File: src/rtl/multicycle_control_fsm.sv
// ---------------------------------------------------------------------------
// multicycle_control_fsm
//
// Main control unit of the multicycle datapath. It steps each instruction
// through FETCH, DECODE and its execute/memory/write-back states. It drives
// the ALU select code, the operand-mux selects and all register, memory and
// PC write enables.
//
// Moore machine: every output is decoded from the state register alone.
// There are two exceptions:
//   - pc_en also uses the ALU zero flag, so that beq can resolve.
//   - illegal_op also uses opcode/funct while the FSM is in DECODE.
// While rst is high, every output except the debug state is forced to zero,
// so an instruction aborted by reset performs no further writes.
//
// Ports:
//   clk         in   system clock, rising edge
//   rst         in   synchronous active-high reset
//   opcode      in   IR[31:26]
//   funct       in   IR[5:0]
//   zero        in   ALU zero flag (meaningful in BRANCH only)
//   alu_select  out  ALU code: 010 add, 011 sub, 001 slt, 111 and,
//                    110 equality, 000 pass b
//   alu_src_a   out  0=PC, 1=register A
//   alu_src_b   out  00=B, 01=4, 10=sext imm, 11=sext imm<<2
//   iord        out  memory address: 0=PC, 1=ALUOut
//   mem_write   out  memory write enable
//   ir_write    out  instruction register load
//   reg_dst     out  0=rt, 1=rd
//   mem_to_reg  out  0=ALUOut, 1=MDR
//   reg_write   out  register file write enable
//   pc_source   out  00=ALU result, 01=ALUOut, 10=jump target
//   pc_en       out  pc_write | (pc_write_cond & zero)
//   instr_done  out  high in the last state of each instruction
//   illegal_op  out  pulse in DECODE for an unsupported opcode/funct
//   state       out  current state (debug)
// ---------------------------------------------------------------------------
module multicycle_control_fsm #(
  parameter int OP_W  = 6,
  parameter int SEL_W = 3,
  parameter int ST_W  = 4
) (
  input  logic             clk,
  input  logic             rst,
  input  logic [OP_W-1:0]  opcode,
  input  logic [OP_W-1:0]  funct,
  input  logic             zero,
  output logic [SEL_W-1:0] alu_select,
  output logic             alu_src_a,
  output logic [1:0]       alu_src_b,
  output logic             iord,
  output logic             mem_write,
  output logic             ir_write,
  output logic             reg_dst,
  output logic             mem_to_reg,
  output logic             reg_write,
  output logic [1:0]       pc_source,
  output logic             pc_en,
  output logic             instr_done,
  output logic             illegal_op,
  output logic [ST_W-1:0]  state
);

  typedef enum logic [ST_W-1:0] {
    S_FETCH   = 4'd0,
    S_DECODE  = 4'd1,
    S_MEMADR  = 4'd2,
    S_MEMRD   = 4'd3,
    S_MEMWB   = 4'd4,
    S_MEMWR   = 4'd5,
    S_EXECUTE = 4'd6,
    S_ALUWB   = 4'd7,
    S_BRANCH  = 4'd8,
    S_ADDIEX  = 4'd9,
    S_ADDIWB  = 4'd10,
    S_JUMP    = 4'd11
  } state_t;

  localparam logic [OP_W-1:0] OP_RTYPE = 6'b000000;
  localparam logic [OP_W-1:0] OP_LW    = 6'b100011;
  localparam logic [OP_W-1:0] OP_SW    = 6'b101011;
  localparam logic [OP_W-1:0] OP_BEQ   = 6'b000100;
  localparam logic [OP_W-1:0] OP_ADDI  = 6'b001000;
  localparam logic [OP_W-1:0] OP_J     = 6'b000010;

  localparam logic [OP_W-1:0] FN_ADD = 6'b100000;
  localparam logic [OP_W-1:0] FN_SUB = 6'b100010;
  localparam logic [OP_W-1:0] FN_AND = 6'b100100;
  localparam logic [OP_W-1:0] FN_SLT = 6'b101010;

  localparam logic [SEL_W-1:0] ALU_PASS = 3'b000;
  localparam logic [SEL_W-1:0] ALU_SLT  = 3'b001;
  localparam logic [SEL_W-1:0] ALU_ADD  = 3'b010;
  localparam logic [SEL_W-1:0] ALU_SUB  = 3'b011;
  localparam logic [SEL_W-1:0] ALU_EQ   = 3'b110;
  localparam logic [SEL_W-1:0] ALU_AND  = 3'b111;

  state_t state_q;
  state_t state_d;
  logic   pc_write;
  logic   pc_write_cond;
  logic   funct_ok;

  // State register.
  always_ff @(posedge clk) begin
    if (rst) state_q <= S_FETCH;
    else     state_q <= state_d;
  end

  assign funct_ok = (funct == FN_ADD) || (funct == FN_SUB) ||
                    (funct == FN_AND) || (funct == FN_SLT);

  // Next-state and output decode.
  always_comb begin
    state_d       = S_FETCH;
    alu_select    = ALU_PASS;
    alu_src_a     = 1'b0;
    alu_src_b     = 2'b00;
    iord          = 1'b0;
    mem_write     = 1'b0;
    ir_write      = 1'b0;
    reg_dst       = 1'b0;
    mem_to_reg    = 1'b0;
    reg_write     = 1'b0;
    pc_source     = 2'b00;
    pc_write      = 1'b0;
    pc_write_cond = 1'b0;
    instr_done    = 1'b0;
    illegal_op    = 1'b0;

    case (state_q)
      S_FETCH: begin
        ir_write   = 1'b1;
        alu_src_b  = 2'b01;
        alu_select = ALU_ADD;
        pc_write   = 1'b1;
        state_d    = S_DECODE;
      end
      S_DECODE: begin
        // Precompute the branch target into ALUOut while the opcode decodes.
        alu_src_b  = 2'b11;
        alu_select = ALU_ADD;
        case (opcode)
          OP_RTYPE: begin
            if (funct_ok) state_d = S_EXECUTE;
            else          illegal_op = 1'b1;
          end
          OP_LW, OP_SW: state_d = S_MEMADR;
          OP_BEQ:       state_d = S_BRANCH;
          OP_ADDI:      state_d = S_ADDIEX;
          OP_J:         state_d = S_JUMP;
          default:      illegal_op = 1'b1;
        endcase
      end
      S_MEMADR: begin
        alu_src_a  = 1'b1;
        alu_src_b  = 2'b10;
        alu_select = ALU_ADD;
        // The IR still holds the instruction, so the opcode picks the path.
        state_d    = (opcode == OP_SW) ? S_MEMWR : S_MEMRD;
      end
      S_MEMRD: begin
        iord    = 1'b1;
        state_d = S_MEMWB;
      end
      S_MEMWB: begin
        mem_to_reg = 1'b1;
        reg_write  = 1'b1;
        instr_done = 1'b1;
      end
      S_MEMWR: begin
        iord       = 1'b1;
        mem_write  = 1'b1;
        instr_done = 1'b1;
      end
      S_EXECUTE: begin
        alu_src_a = 1'b1;
        case (funct)
          FN_ADD:  alu_select = ALU_ADD;
          FN_SUB:  alu_select = ALU_SUB;
          FN_AND:  alu_select = ALU_AND;
          FN_SLT:  alu_select = ALU_SLT;
          default: alu_select = ALU_PASS;
        endcase
        state_d = S_ALUWB;
      end
      S_ALUWB: begin
        reg_dst    = 1'b1;
        reg_write  = 1'b1;
        instr_done = 1'b1;
      end
      S_BRANCH: begin
        alu_src_a     = 1'b1;
        alu_select    = ALU_EQ;
        pc_write_cond = 1'b1;
        pc_source     = 2'b01;
        instr_done    = 1'b1;
      end
      S_ADDIEX: begin
        alu_src_a  = 1'b1;
        alu_src_b  = 2'b10;
        alu_select = ALU_ADD;
        state_d    = S_ADDIWB;
      end
      S_ADDIWB: begin
        reg_write  = 1'b1;
        instr_done = 1'b1;
      end
      S_JUMP: begin
        pc_source  = 2'b10;
        pc_write   = 1'b1;
        instr_done = 1'b1;
      end
      default: begin
        // Unused codes 12-15: outputs stay inactive, recover to FETCH.
        state_d = S_FETCH;
      end
    endcase

    // Reset silences every output, so an interrupted instruction stops cleanly.
    if (rst) begin
      alu_select    = ALU_PASS;
      alu_src_a     = 1'b0;
      alu_src_b     = 2'b00;
      iord          = 1'b0;
      mem_write     = 1'b0;
      ir_write      = 1'b0;
      reg_dst       = 1'b0;
      mem_to_reg    = 1'b0;
      reg_write     = 1'b0;
      pc_source     = 2'b00;
      pc_write      = 1'b0;
      pc_write_cond = 1'b0;
      instr_done    = 1'b0;
      illegal_op    = 1'b0;
    end
  end

  assign pc_en = pc_write | (pc_write_cond & zero);
  assign state = state_q;

endmodule

File: config.mk
export PLATFORM = sky130hd
export DESIGN_NAME = multicycle_control_fsm
export DESIGN_NICKNAME = d
export VERILOG_FILES = /design/src/rtl/multicycle_control_fsm.sv
export SDC_FILE = /design/constraint.sdc
export NUM_CORES = 1
export LEC_CHECK = 0
export CAP_MARGIN = 20
export CORE_MARGIN = 2
export CORE_UTILIZATION = 39
export DETAILED_ROUTE_END_ITERATION = 12
export PLACE_DENSITY_LB_ADDON = 0.05
export SYNTH_ARGS = -nofsm -noshare
export SYNTH_HDL_FRONTEND = slang
export SYNTH_SLANG_ARGS = --single-unit
export TNS_END_PERCENT = 30
File: constraint.sdc
create_clock -name clk -period 2.9 [get_ports clk]
set_input_delay 0.29 -clock clk [delete_from_list [all_inputs] [get_ports clk]]
set_output_delay 0.29 -clock clk [all_outputs]
set_load 0.005 [all_outputs]
==> results of run 1 <==
==> kinds of logic (layout without fill, tap and decap cells) <==
logic type | Yosys count | after routing | synth area share, %
simple gates | 43 | 43 | 44.7
buf+inv | 9 | 43 | 6.26
compound gates | 24 | 24 | 29.6
mux | 1 | 1 | 1.67
flops | 4 | 4 | 13.4
xor+xnor | 3 | 3 | 4.38
==> routing by layer <==
metal  track usage, %  vias up  wire length (µm)
li1                 -      387                 -
met1             23.3      338               665
met2             32.2       33               846
met3             3.40        2               116
met4             9.09        0                23
met5                0        -                 0
==> cell usage in the layout (no fill, tap or decap), drive strengths merged <==
cell type / instances
nor2: 10
a211oi: 5
nand2b: 6
nor3b: 1
mux2i: 1
a31oi: 3
buf: 1
inv: 4
nand2: 5
o21ai: 3
a21oi: 5
o21a: 1
a211o: 1
xor2: 2
or2: 1
nand4b: 2
or3: 2
clkbuf: 3
o21bai: 1
a2111oi: 2
a21o: 1
xnor2: 1
nand3: 2
nor4: 4
nor3: 6
and2: 3
o211ai: 1
clkdlybuf4s50: 35
dfxtp: 4
a2111o: 1
or3b: 1
==> layout make-up <==
type                       count  area, µm²
sequential                     4       80.1
tap                           16       20.0
timing repair buffer          36        358
inverter                       4       15.0
clock buffer                   3       22.5
fill                         161        494
multi-input combinational     71        482
==> power by group <==
part	switching, W	internal, W	total [W]
Clock	0.0000254	0.0000465	0.0000719
Combinational	0.0000310	0.0000446	0.0000757
Sequential	0.00000573	0.0000570	0.0000627
==> through the flow <==
step | util [%] | cell area, µm² | setup slack (ns)
after global routing | 66.4 | 977 | 0.225
after CTS | 66.4 | 977 | 0.334
final | 66.4 | 977 | 0.323
after floorplan | - | 599 | 1.32
after detailed placement | 64.9 | 955 | 0.329
after global placement | 64.9 | 955 | 0.380
==> final timing paths <==
| kind | end | slack (ns) | cells after the start |
|---|---|---|---|
| min reg2reg | state[0] | 0.69 | 1 |
| min | state[0] | 0.69 | 1 |
| max | alu_select[2] | 0.32 | 6 |
| max reg2reg | state[0] | 1.24 | 4 |
==> flow_metrics.tcl, run 1 <==
set metrics [dict create \
    outcome "completed" \
    wl_per_cell_um 12.3 \
    yosys_most_used_dff "dfxtp_1" \
    finalSetupTns_ns 0 \
    finalSetupViolations 0 \
    worstPathCellList "clkdlybuf4s50_1 -> or3b_4 -> nor3_1 -> nand4b_1 -> a211oi_1 -> clkdlybuf4s50_1" \
    fmaxAchievable_mhz 388 \
    worstSetupPathType "input pin to primary output" \
    clkLatencyLatePin_ns 0.24 \
    syn_nets 99 \
    antenna_left 0 \
    antenna_cells 0 \
    initial_core_util_pct 40.7 \
    cpLargestDelayFamily "buffers and inverters" \
    chipWidth_um 43.2 \
    cpPeakStageDelay_ns 0.56 \
    syn_avg_cell_area_um2 7.13 \
    synth_edf_count 0 \
    powerDensity_nw_per_um2 215 \
    p_total_w 0.000210 \
    grt-ovfl-total 0 \
    post-route-period-util_pct 88.8 \
    crit_path_end_kind "primary output" \
    synth_seq_area_share_pct 13.4 \
    vias_per_cell 5.67 \
    p_leak_nw 0.343 \
    startpoint_type "input pin" \
    reg2reg_from "state[1]" \
    ys_seq_elements 4 \
    cts_tree "yes" \
    port_buffers 35 \
    rsz0062_at_grt "false" \
    cp_max_fo 3 \
    hold_ws_ns 0.689 \
    synth.most_common_cell "nor2_1" \
    worst_clock_skew_ns 0.00125 \
    drive_gt1_share_pct 8.47 \
    area_delta_synth_final_pct 63.0 \
    cts_made_buffers 3 \
    maxCapViolCount 0 \
    path_buf_inv 2 \
    htree_num_levels 1 \
    synth-async-reset-ratio_pct 0 \
    hold_violations 0 \
    hold_class "flip-flop to flip-flop" \
    pin_count 36 \
    num_rows 14 \
    max_slew_margin_pct 67.3 \
    synth_warnings 0 \
    dieArea_um2 1870 \
    first_pass_iters 4 \
    synth_area_leaders "dfxtp_1 (13%), nand2b_1 (6.3%), nor2_1 (6.3%), nor3_1 (5.0%), a211oi_1 (5.0%)" \
    slowest_stage "clkdlybuf4s50_1" \
    final_cells 134 \
    ys_types 34 \
    ir_worst_vdd_mv 0.187 \
    yosysTopAreaCell "dfxtp_1" \
    grt_pass1_vias 622 \
    path_clk_slew_ns 0.04 \
    setup.worst_path.start "funct[5]" \
    drt_iter0_drc 15 \
    grt_max_degree 16 \
    hold_start "state[3]" \
    fin_nets 135 \
    cts-root-buf "clkbuf_4" \
    drc 0 \
    grtUsageTotal_pct 19.2 \
    place_congestion 0.753 \
    crit_required_ns 2.61 \
    grt_pass1_wl_um 2710 \
    netlist.area_leader.share_pct 13.4 \
    netlist_area_um2 599 \
    clk_path_buf_depth 2 \
    largest_reg_flops 4 \
    drt-total-wl_um 1650 \
    antenna_found_initial 0 \
    slew_violations 0 \
    ctsResizeCount 0 \
    worst_pin_slew_ns 0.486 \
    synthCells 84 \
    cts_sinks 4 \
    vias 760 \
    cpMostUsedCell "clkdlybuf4s50_1" \
    core_area_um2 1470 \
    placed_cells 131 \
    cts_hold_buf 0 \
    post_cts_buffers 0 \
    min_period_ns 2.58 \
    place_hpwl_um 1310 \
    die_y_um 43.2 \
    synthTopCellsByCount "nor2_1 (10), nand2b_1 (6), nor3_1 (6)" \
    cp.arrival_ns 2.29 \
]
Power figures use the tool's default switching activity.
==> run 2, diff against run 1 <==
- GPL_ROUTABILITY_DRIVEN: unset -> 0
==> results of run 2 <==
Final layout, timing and power as in run 1 (identical DEF).
==> run 3, diff against run 2 <==
- CORE_UTILIZATION: 39 -> 36
- clock period: 2.9 -> 2.5 ns (I/O delays scaled with it)
==> flow_metrics.tcl, run 3 (synthesized netlist as in run 1, its figures left out) <==
set metrics [dict create \
    initial_core_util_pct 38.9 \
    min_period_ns 2.41 \
    pin_count 36 \
    grt_pass1_vias 700 \
    antenna_left 0 \
    finalSetupViolations 0 \
    cts_hold_buf 0 \
    p_leak_nw 0.378 \
    vias 779 \
    largest_reg_flops 4 \
    fin_nets 138 \
    fill_cells 152 \
    final_common_cell "clkdlybuf4s50_1" \
    cp.arrival_ns 2.16 \
    slowest_stage "clkdlybuf4s50_1" \
    die_y_um 44.8 \
    final_cell_mix "clkdlybuf4s50_1 (34), nor2_1 (10), nand2b_1 (6)" \
    whs_path_depth 2 \
    num_rows 14 \
    hold_start "state[3]" \
    drt-total-wl_um 1820 \
    htree_num_levels 1 \
    hold_ws_ns 0.686 \
    timing.rr.end "state[0]" \
    maxCapViolCount 0 \
    worstSetupPathType "input pin to primary output" \
    fmaxAchievable_mhz 415 \
    vias_per_cell 5.69 \
    rsz0062_at_grt "false" \
    hold_end "state[0]" \
    register_area_um2 80.1 \
    fin_util_pct 65.3 \
    slew_violations 0 \
    path_clk_slew_ns 0.04 \
    antenna_cells 0 \
    hold_violations 0 \
    area_delta_synth_final_pct 68.1 \
    cpMostUsedCell "clkdlybuf4s50_1" \
    p_total_w 0.000244 \
    cts_sinks 4 \
    worstPathCellList "clkdlybuf4s50_1 -> or3b_4 -> or3_1 -> nor3_1 -> clkdlybuf4s50_1" \
    grt_max_degree 14 \
    outcome "completed" \
    grt-ovfl-total 0 \
    crit_path_end_kind "primary output" \
    worst_pin_slew_ns 0.481 \
    clkLatencyLatePin_ns 0.24 \
    setup_ws_ns 0.0890 \
    regToRegSetupSlack_ns 0.88 \
    ir_worst_vdd_mv 0.159 \
    cts_made_buffers 3 \
    post-route-period-util_pct 96.4 \
    wl_per_cell_um 13.3 \
    antenna_found_initial 0 \
    chipWidth_um 44.8 \
    pre_cts_ws_ns -0.00993 \
    core_area_um2 1540 \
    powerDensity_nw_per_um2 242 \
    first_pass_iters 5 \
    crit_required_ns 2.25 \
    place_hpwl_um 1400 \
    cp_max_fo 3 \
    drive_gt1_share_pct 11.6 \
    drt_iter0_drc 8 \
    grt_pass1_wl_um 2890 \
    dieArea_um2 2010 \
    grtUsageTotal_pct 19.0 \
    hold_class "flip-flop to flip-flop" \
    port_buffers 35 \
    cts_tree "yes" \
    worst_clock_skew_ns 0.00315 \
    cpPeakStageDelay_ns 0.53 \
    worst_r2r_path_depth 4 \
    drc 0 \
    cts-root-buf "clkbuf_4" \
    finalSetupTns_ns 0 \
    startpoint_type "input pin" \
    max_slew_margin_pct 67.6 \
    multi_input_area_um2 487 \
    reg2reg_from "state[0]" \
    clk_path_buf_depth 2 \
]
run 3: what timing repair did:
| item | CTS | global route |
|---|---|---|
| buffers inserted | 0 | 0 |
| gates resized for setup | 1 | 1 |
| endpoints found under the setup margin | 1 | 1 |
run 3: critical path, delay by kind of cell:
kind / cells / cell delay, ns
buf+inv: 2 / 0.99
simple gates: 3 / 0.92
run 3: stage by stage:
stage,cell area [µm²],std cells
2_1_floorplan,599,84
3_3_place_gp,977,134
3_5_place_dp,977,134
4_1_cts,1000,137
5_1_grt,1010,137
6_report,1010,137
run 3: power by group:
group          internal [W]  switching [W]  leakage [nW]
sequential        0.0000662     0.00000614        0.0326
clock             0.0000537      0.0000264        0.0138
combinational     0.0000531      0.0000384         0.332
run 3: metal layers:
layer / global-route usage, % / share of wire (%) / vias up
met5: 0 / 0 / -
met4: 3.53 / 0 / 0
met3: 3.20 / 6.4 / 0
met2: 32.5 / 45 / 33
met1: 25.4 / 48 / 358
li1: - / - / 388
run 3: worst max-delay path by stage:
stage / end / start / slack, ns / cells past startpoint
after floorplan: alu_select[2] / state[3] / 0.96 / 5
after global placement: alu_select[2] / funct[5] / 0.03 / 6
after detailed placement: alu_select[2] / funct[5] / -0.01 / 6
after CTS: alu_select[2] / funct[5] / 0.03 / 6
after global routing: pc_en / state[1] / 0.04 / 5
final: alu_select[0] / funct[5] / 0.09 / 5
run 3: final cells by class:
class                   instances  area share, %
inverters                       4           1.49
repair buffers                 39           38.0
flip-flops and latches          4           7.95
clock buffers                   3           2.24
well taps                      16           1.99
multi-input cells              71           48.3
